**src/rtl/uart_frame_sched.sv**
```systemverilog
// uart_frame_sched
//   Frame scheduler between game logic and a byte-wide UART transmitter.
//   Snapshots a BYTES-wide payload word, optionally prefixes SYNC_BYTE, and
//   hands the bytes to the UART one at a time with a one-cycle tx_start.
//   A byte is retired on tx_done, or forced out after BYTE_TIMEOUT cycles.
//   Frames repeat (with HOLDOFF idle cycles between them) or, in on-change
//   mode, are sent only when the payload differs from the last sent word.
//
// Ports
//   pclk        system clock, rising edge
//   rst_n       asynchronous active-low reset
//   en          permits a new frame (sampled in IDLE only)
//   on_change   1 = send only when data_in differs from last sent word
//   data_in     payload word, most significant byte transmitted first
//   tx_done     byte-finished pulse from the UART
//   tx_start    start strobe to the UART (one cycle per byte)
//   data_out    byte to the UART, held until the next tx_start
//   busy        high whenever a frame or hold-off is in progress
//   frame_done  pulse after the last byte of a frame
//   tx_timeout  pulse when a byte was retired by timeout
module uart_frame_sched #(
  parameter int         BYTES        = 2,
  parameter int         SYNC_EN      = 1,
  parameter logic [7:0] SYNC_BYTE    = 8'hA5,
  parameter int         BYTE_TIMEOUT = 28700,
  parameter int         HOLDOFF      = 0,
  parameter int         CNT_W        = 15
) (
  input  logic               pclk,
  input  logic               rst_n,
  input  logic               en,
  input  logic               on_change,
  input  logic [8*BYTES-1:0] data_in,
  input  logic               tx_done,
  output logic               tx_start,
  output logic [7:0]         data_out,
  output logic               busy,
  output logic               frame_done,
  output logic               tx_timeout
);

  localparam int N     = BYTES + SYNC_EN;
  localparam int IDX_W = 4;
  localparam logic [IDX_W-1:0] IDX_LAST  = IDX_W'(N - 1);
  localparam logic [CNT_W-1:0] TO_LAST   = CNT_W'(BYTE_TIMEOUT - 1);
  localparam logic [CNT_W-1:0] HOLD_LAST = CNT_W'((HOLDOFF > 0) ? HOLDOFF - 1 : 0);

  typedef enum logic [1:0] {IDLE, START, WAIT, HOLD} state_t;

  state_t             state;
  logic [IDX_W-1:0]   idx;
  logic [CNT_W-1:0]   cnt;
  logic [8*BYTES-1:0] snap;
  logic [8*BYTES-1:0] last_word;
  logic               last_valid;

  // Byte i of a frame: sync header first (if enabled), then payload MSB first.
  function automatic logic [7:0] byte_at(input logic [8*BYTES-1:0] w,
                                         input logic [IDX_W-1:0]   i);
    int p;
    if (SYNC_EN != 0 && i == '0) return SYNC_BYTE;
    p = int'(i) - SYNC_EN;
    return w[8*(BYTES-1-p) +: 8];
  endfunction

  // Outputs are registered, so tx_start/data_out are loaded on the edge that
  // enters START; they are therefore high/valid for exactly the START cycle.
  always_ff @(posedge pclk or negedge rst_n) begin
    if (!rst_n) begin
      state      <= IDLE;
      idx        <= '0;
      cnt        <= '0;
      snap       <= '0;
      last_word  <= '0;
      last_valid <= 1'b0;
      tx_start   <= 1'b0;
      data_out   <= '0;
      busy       <= 1'b0;
      frame_done <= 1'b0;
      tx_timeout <= 1'b0;
    end else begin
      tx_start   <= 1'b0;
      frame_done <= 1'b0;
      tx_timeout <= 1'b0;
      case (state)
        IDLE: begin
          if (en && (!on_change || !last_valid || data_in != last_word)) begin
            snap     <= data_in;
            idx      <= '0;
            cnt      <= '0;
            state    <= START;
            busy     <= 1'b1;
            tx_start <= 1'b1;
            // data_in is the value being snapshotted on this very edge.
            data_out <= byte_at(data_in, '0);
          end
        end
        START: begin
          cnt   <= '0;
          state <= WAIT;
        end
        WAIT: begin
          if (tx_done || cnt == TO_LAST) begin
            tx_timeout <= !tx_done;
            cnt        <= '0;
            if (idx != IDX_LAST) begin
              idx      <= idx + 1'b1;
              state    <= START;
              tx_start <= 1'b1;
              data_out <= byte_at(snap, idx + 1'b1);
            end else begin
              last_word  <= snap;
              last_valid <= 1'b1;
              frame_done <= 1'b1;
              if (HOLDOFF > 0) begin
                state <= HOLD;
              end else begin
                state <= IDLE;
                busy  <= 1'b0;
              end
            end
          end else begin
            cnt <= cnt + 1'b1;
          end
        end
        HOLD: begin
          if (cnt == HOLD_LAST) begin
            state <= IDLE;
            busy  <= 1'b0;
          end else begin
            cnt <= cnt + 1'b1;
          end
        end
        default: state <= IDLE;
      endcase
    end
  end

endmodule

```
**config.mk**
```make
export PLATFORM = sky130hd
export DESIGN_NAME = uart_frame_sched
export DESIGN_NICKNAME = d
export VERILOG_FILES = /design/src/rtl/uart_frame_sched.sv
export SDC_FILE = /design/constraint.sdc
export NUM_CORES = 1
export LEC_CHECK = 0
export BUFFER_PORTS_ARGS = -buffer_cell sky130_fd_sc_hd__buf_2
export CORE_ASPECT_RATIO = 0.75
export CORE_MARGIN = 10
export CORE_UTILIZATION = 46
export CTS_CLUSTER_DIAMETER = 150
export DETAILED_ROUTE_END_ITERATION = 6
export HOLD_SLACK_MARGIN = 0.03
export PLACE_DENSITY = 0.77
export SETUP_SLACK_MARGIN = 0.4
export SLEW_MARGIN = 10
export SYNTH_ARGS = -nofsm -noshare
export SYNTH_HDL_FRONTEND = slang
export SYNTH_SLANG_ARGS = --single-unit
```
**constraint.sdc**
```tcl
create_clock -name pclk -period 2.05 [get_ports pclk]
set_clock_uncertainty 0.1 [all_clocks]
set_input_delay 0.41 -clock pclk [delete_from_list [all_inputs] [get_ports pclk]]
set_output_delay 0.41 -clock pclk [all_outputs]
set_load 0.1 [all_outputs]
```
# == Yosys cells after proc, flatten, opt, wreduce, memory -nomap -nowiden ==
# Index checks and enable logic that the tools add are counted.
# W data, S select, Z words.
# totals
ff_bits,66
latch_bits,0
mem_bits_rw,0
mem_bits_ro,0
inputBits,21
out_inout_bits,12
wordCells,86
mem_count,0
# op_classes
addsub,4
mul,0
div,0
n_lt_le_gt_ge,0
eq_ne,12
shift,1
n_mux,39
bitwise,1
n_reduce_logical,18
# op_table
cell,n
$pmux W15 S4,1
$mux W8,6
$mux W15,3
$mux W1,18
$ne A16 B16 Y1,1
$pmux W8 S2,1
$shiftx A16 B9 Y8,1
$add A15 B1 Y15 const B,1
$eq A15 B15 Y1 const B,1
$logic_not A15 Y1,1
$mux W4,3
$ne A2 B2 Y1 const B,6
$pmux W2 S4,1
$pmux W4 S2,1
$mux W2,3
$reduce_and A3 Y1,2
$sub A2 B5 Y6 const A,1
$reduce_and A5 Y1,1
$sub A4 B1 Y5 const B,1
$add A4 B1 Y4 const B,1
$eq A2 B2 Y1 const B,2
$logic_not A4 Y1,1
$ne A4 B2 Y1 const B,1
$reduce_and A2 Y1,2
11 further kinds,15

# == Depth between registers and ports, before layout ==
# depth
depth_word,10
ltp_mapped,9
mapped_depth_nobuf,8

# == Worst setup path before layout ==
# No wires, ideal clock.
# synth_path
path_kind,reg2reg
start,register cnt[0]
end,register data_out[0]
setup_time_ns,0.126
t_arrival_ns,1.999
required_ns,1.824
slack_ns,-0.175
stages_incl_launch_ff,10
n_path_buf,1
synth_period_minus_slack_ns,2.225
path_cell_list,dfrtp_1 -> ha_1 -> and4_1 -> a41oi_4 -> nor2_1 -> nand2_2 -> and2_4 -> buf_6 -> inv_4 -> mux2_4
# synth_via
elab_chain_len,4
# synth_rtl
element,line_no,text
"start, declared",52,logic [CNT_W-1:0] cnt;
"start signal, assigned",123,cnt <= cnt + 1'b1;
"start signal, assigned",131,cnt <= cnt + 1'b1;
$eq A15 B15 Y1,103,if (tx_done || cnt == TO_LAST) begin
$logic_or A1 B1 Y1,103,
$ne A2 B2 Y1 (no source line),-,
$reduce_and A4 Y1 (no source line),-,
"end signal, assigned",95,"data_out <= byte_at(data_in, '0);"
"end signal, assigned",110,"data_out <= byte_at(snap, idx + 1'b1);"
"end, declared",36,"output logic [7:0] data_out,"
# No other way between the ends.
# A chain may end at the register's enable or synchronous reset.

# == Worst setup path after layout ==
# layout_path
start,register last_word[3]
end,register data_out[2]
# layout_via
elab_chain_len,5
# layout_rtl
element,line_no,text
"start, declared",54,logic [8*BYTES-1:0] last_word;
"start signal, assigned",112,last_word <= snap;
$ne A16 B16 Y1,87,if (en && (!on_change || !last_valid || data_in != last_word)) begin
$logic_or A1 B1 Y1,87,
$logic_and A1 B1 Y1,87,
$ne A2 B2 Y1 (no source line),-,
$reduce_and A4 Y1 (no source line),-,
# No other way between the ends.

==> reports/metrics.yaml <==
crit_path_end_kind: "register"
crit_cells: 7
maxSlewViolCount: 0
clkTransAtPathRegs_ns: 0.08
drc: 0
synthCells: 285
place.gp.congestion: 0.8569
pwr-share-seq_pct: 32.6
power.density_nw_per_um2: 1457
setup.worst_path.start_class: "register"
viasPerCell: 5.574
die_height_um: 93.07
p_sw_mw: 2.733
pwr-share-comb_pct: 49.5
yosysWarnings: 0
grt-ovfl-total: 0
tritoncts: "built"
p_leak_nw: 2.140
ys_seq_area_share_pct: 50.44
netlist_area_um2: 3274
antenna_found_initial: 0
synthFlopType: "dfrtp_1"
power.internal_mw: 3.909
r2r_cells: 7
num_rows: 26
cts_htree_levels: 3
die_w_um: 117.4
start_util_pct: 47.70
slew_headroom_pct: 61.54
crit_family: "simple AND/OR/NAND/NOR gates"
ff2ff_setup_slack_ns: -0.07
failed_checks: "negative setup slack"
min_path_type: "in -> reg"
nNetsFinal: 396
wirelength_mm: 8.543
cts_sinks: 66
hold_depth: 2
io_pins: 33
status: "complete, but fails checks"
syn-num-nets: 310
final_util_pct: 66.41
insertion_delay_ns: 0.35
power_mw: 6.642
final-setup-viol-count: 32
synth_top_area_share_pct: 50.44
dieArea_um2: 10930
setup_ws_ns: -0.06607
worst_ep_arrival_time_ns: 2.25
period_needed_ns: 2.116
slowest_stage: "dfrtp_1"
worstMarginPinSlew_ns: 0.5709
netSwitchingFraction_pct: 41.15
grt_use_total_pct: 15.32
synthArstFlopShare_pct: 100.0
drt-wirelength-per-cell_um: 18.02
grt_pass1_wl_mm: 13.61
clock.fmax_ghz: 0.4726
synth_top_cell_by_area: "dfrtp_1"
crit_type: "reg -> reg"
synth_edf_count: 0
dr.first_iter.drc_count: 213
dpl.hpwl_mm: 5.552
ys_ff_latch: 66
cts_buffer_depth: 2
core-area_um2: 6864
worst-path-buf-inv: 1
hold_ws_ns: 0.1807
cp_data_required_time_ns: 2.19
vias: 2642
grt_max_degree: 67
ir_drop_mv: 0.6983
maxCapViolations: 0
synth_cell_types: 48
drive_above_1_share_pct: 50.00
syn2layout_area_growth_pct: 39.21
diodes: 0
cts_root_buffer: "clkbuf_8"
syn_avg_cell_area_um2: 11.49
crit_fanout: 6
p_clk_share_pct: 17.9
dr.pass1.iters: 4
rsz0062_at_grt: "true"
slowest_delay_ns: 0.40
first_global_vias: 2731
fin_crit_sh_pct: 103.2
worstPathCellList: "xor2_1 > nor4_2 > nand3_2 > o211ai_4 > and2_4 > inv_6 > mux2_4"
synth_area_leaders: "dfrtp_1 (50%), mux2_2 (11%), xor2_1 (4.8%)"
ant_nets: 0
portBuffers: 32
final_hold_viol_count: 0
cts_inserted_buffers: 9
[area by class of cell]
type,count,area [µm²]
fill,476,2306
multi-input combinational,203,1879
sequential,66,1653
timing repair buffer,87,673.1
clock buffer,11,131.4
tap,98,122.6
clock inverter,5,78.83
inverter,4,20.02
[per-stage QoR]
| step | worst slack (ns) | TNS (ns) | cells | cell area [µm²] |
|---|---|---|---|---|
| after floorplan | -0.04577 | -0.6487 | 285 | 3322 |
| after global placement | -0.2585 | -8.202 | 441 | 3832 |
| after detailed placement | -0.3244 | -9.971 | 441 | 3832 |
| after CTS | -0.05364 | -0.4208 | 468 | 4399 |
| after global routing | -0.1307 | -3.452 | 474 | 4558 |
| final | -0.06607 | -0.8913 | 474 | 4558 |
[worst paths after layout]
check                                    startpoint                  endpoint
max reg2reg                last_word[3]$_DFFE_PN0P_   data_out[2]$_DFFE_PN0P_
min                                         tx_done      tx_timeout$_DFF_PN0_
min in group asynchronous                     rst_n  last_word[0]$_DFFE_PN0P_
max in group asynchronous                     rst_n       cnt[12]$_DFFE_PN0P_
max                        last_word[3]$_DFFE_PN0P_   data_out[2]$_DFFE_PN0P_
min reg2reg                 data_out[2]$_DFFE_PN0P_   data_out[2]$_DFFE_PN0P_
[worst register-to-register path, cell delays in order (launching register included)]
cell	delay, ns
dfrtp_1	0.40
xor2_1	0.16
nor4_2	0.33
nand3_2	0.18
o211ai_4	0.30
and2_4	0.22
inv_6	0.05
mux2_4	0.28
[cell families after synthesis]
group	Yosys count	share of synthesized area, %
xor gates and xnor gates	22	5.884
muxes	40	14.06
buffers and inverters	16	2.560
AOI/OAI and AO/OA	58	11.92
DFF	66	50.44
adders and majority gates	4	1.529
and+or+nand+nor	79	13.60
[layout by cell type (no fill, tap or decap), types with 4 or more instances in the layout]
master,n
dfrtp_1,65
buf_4,44
mux2_4,36
buf_2,22
xor2_1,18
buf_6,16
nand3_1,15
nor2_1,12
o21ai_2,12
nand2_1,9
clkbuf_8,9
o21ai_1,8
nand2_2,6
o21ai_0,6
o31ai_1,6
nand3_2,4
xnor2_1,4
mux2i_1,4
a22oi_1,4
a31oi_1,4
[power by group through the flow]
| stage | combinational, mW | clock, mW | sequential (mW) |
|---|---|---|---|
| after floorplan | 1.40 | 0 | 2.58 |
| after global placement | 2.51 | 0 | 2.12 |
| after detailed placement | 2.57 | 0 | 2.13 |
| after CTS | 3.10 | 1.21 | 2.13 |
| after global routing | 3.49 | 1.28 | 2.22 |
| final | 3.29 | 1.19 | 2.16 |
[synth_stat cells (5+ instances only)]
| master | instances |
|---|---|
| dfrtp_1 | 66 |
| mux2_2 | 32 |
| o21ai_0 | 25 |
| nand3_1 | 19 |
| xor2_1 | 18 |
| nand2_1 | 17 |
| nor2_1 | 13 |
| o31ai_1 | 7 |
| a31oi_1 | 5 |
| buf_2 | 5 |
| clkbuf_1 | 5 |
[per-layer routing]
layer / part of all wire, % / track usage (%) / vias to the layer above
met2: 48 / 24.35 / 79
li1: - / - / 1215
met5: 0 / 0 / -
met1: 45 / 19.48 / 1334
met4: 1.5 / 6.445 / 0
met3: 5.5 / 4.024 / 14
[flip-flops by register name, summed over array words and instances, names as in the netlist, 2 cells and up]
name / cells
state: 2
data_out: 8
idx: 4
cnt: 15
last_word: 16
snap: 16
[repair_timing]
item / in CTS / in global routing
resized for setup: 82 / 31
pin swaps: 28 / 12
buffers inserted: 8 / 6
cloned: 2 / 0
endpoints found under the hold margin: 66 / 0
endpoints found under the setup margin: 72 / 68
hold buffers: 1 / 0
Power figures use the tool's default switching activity.
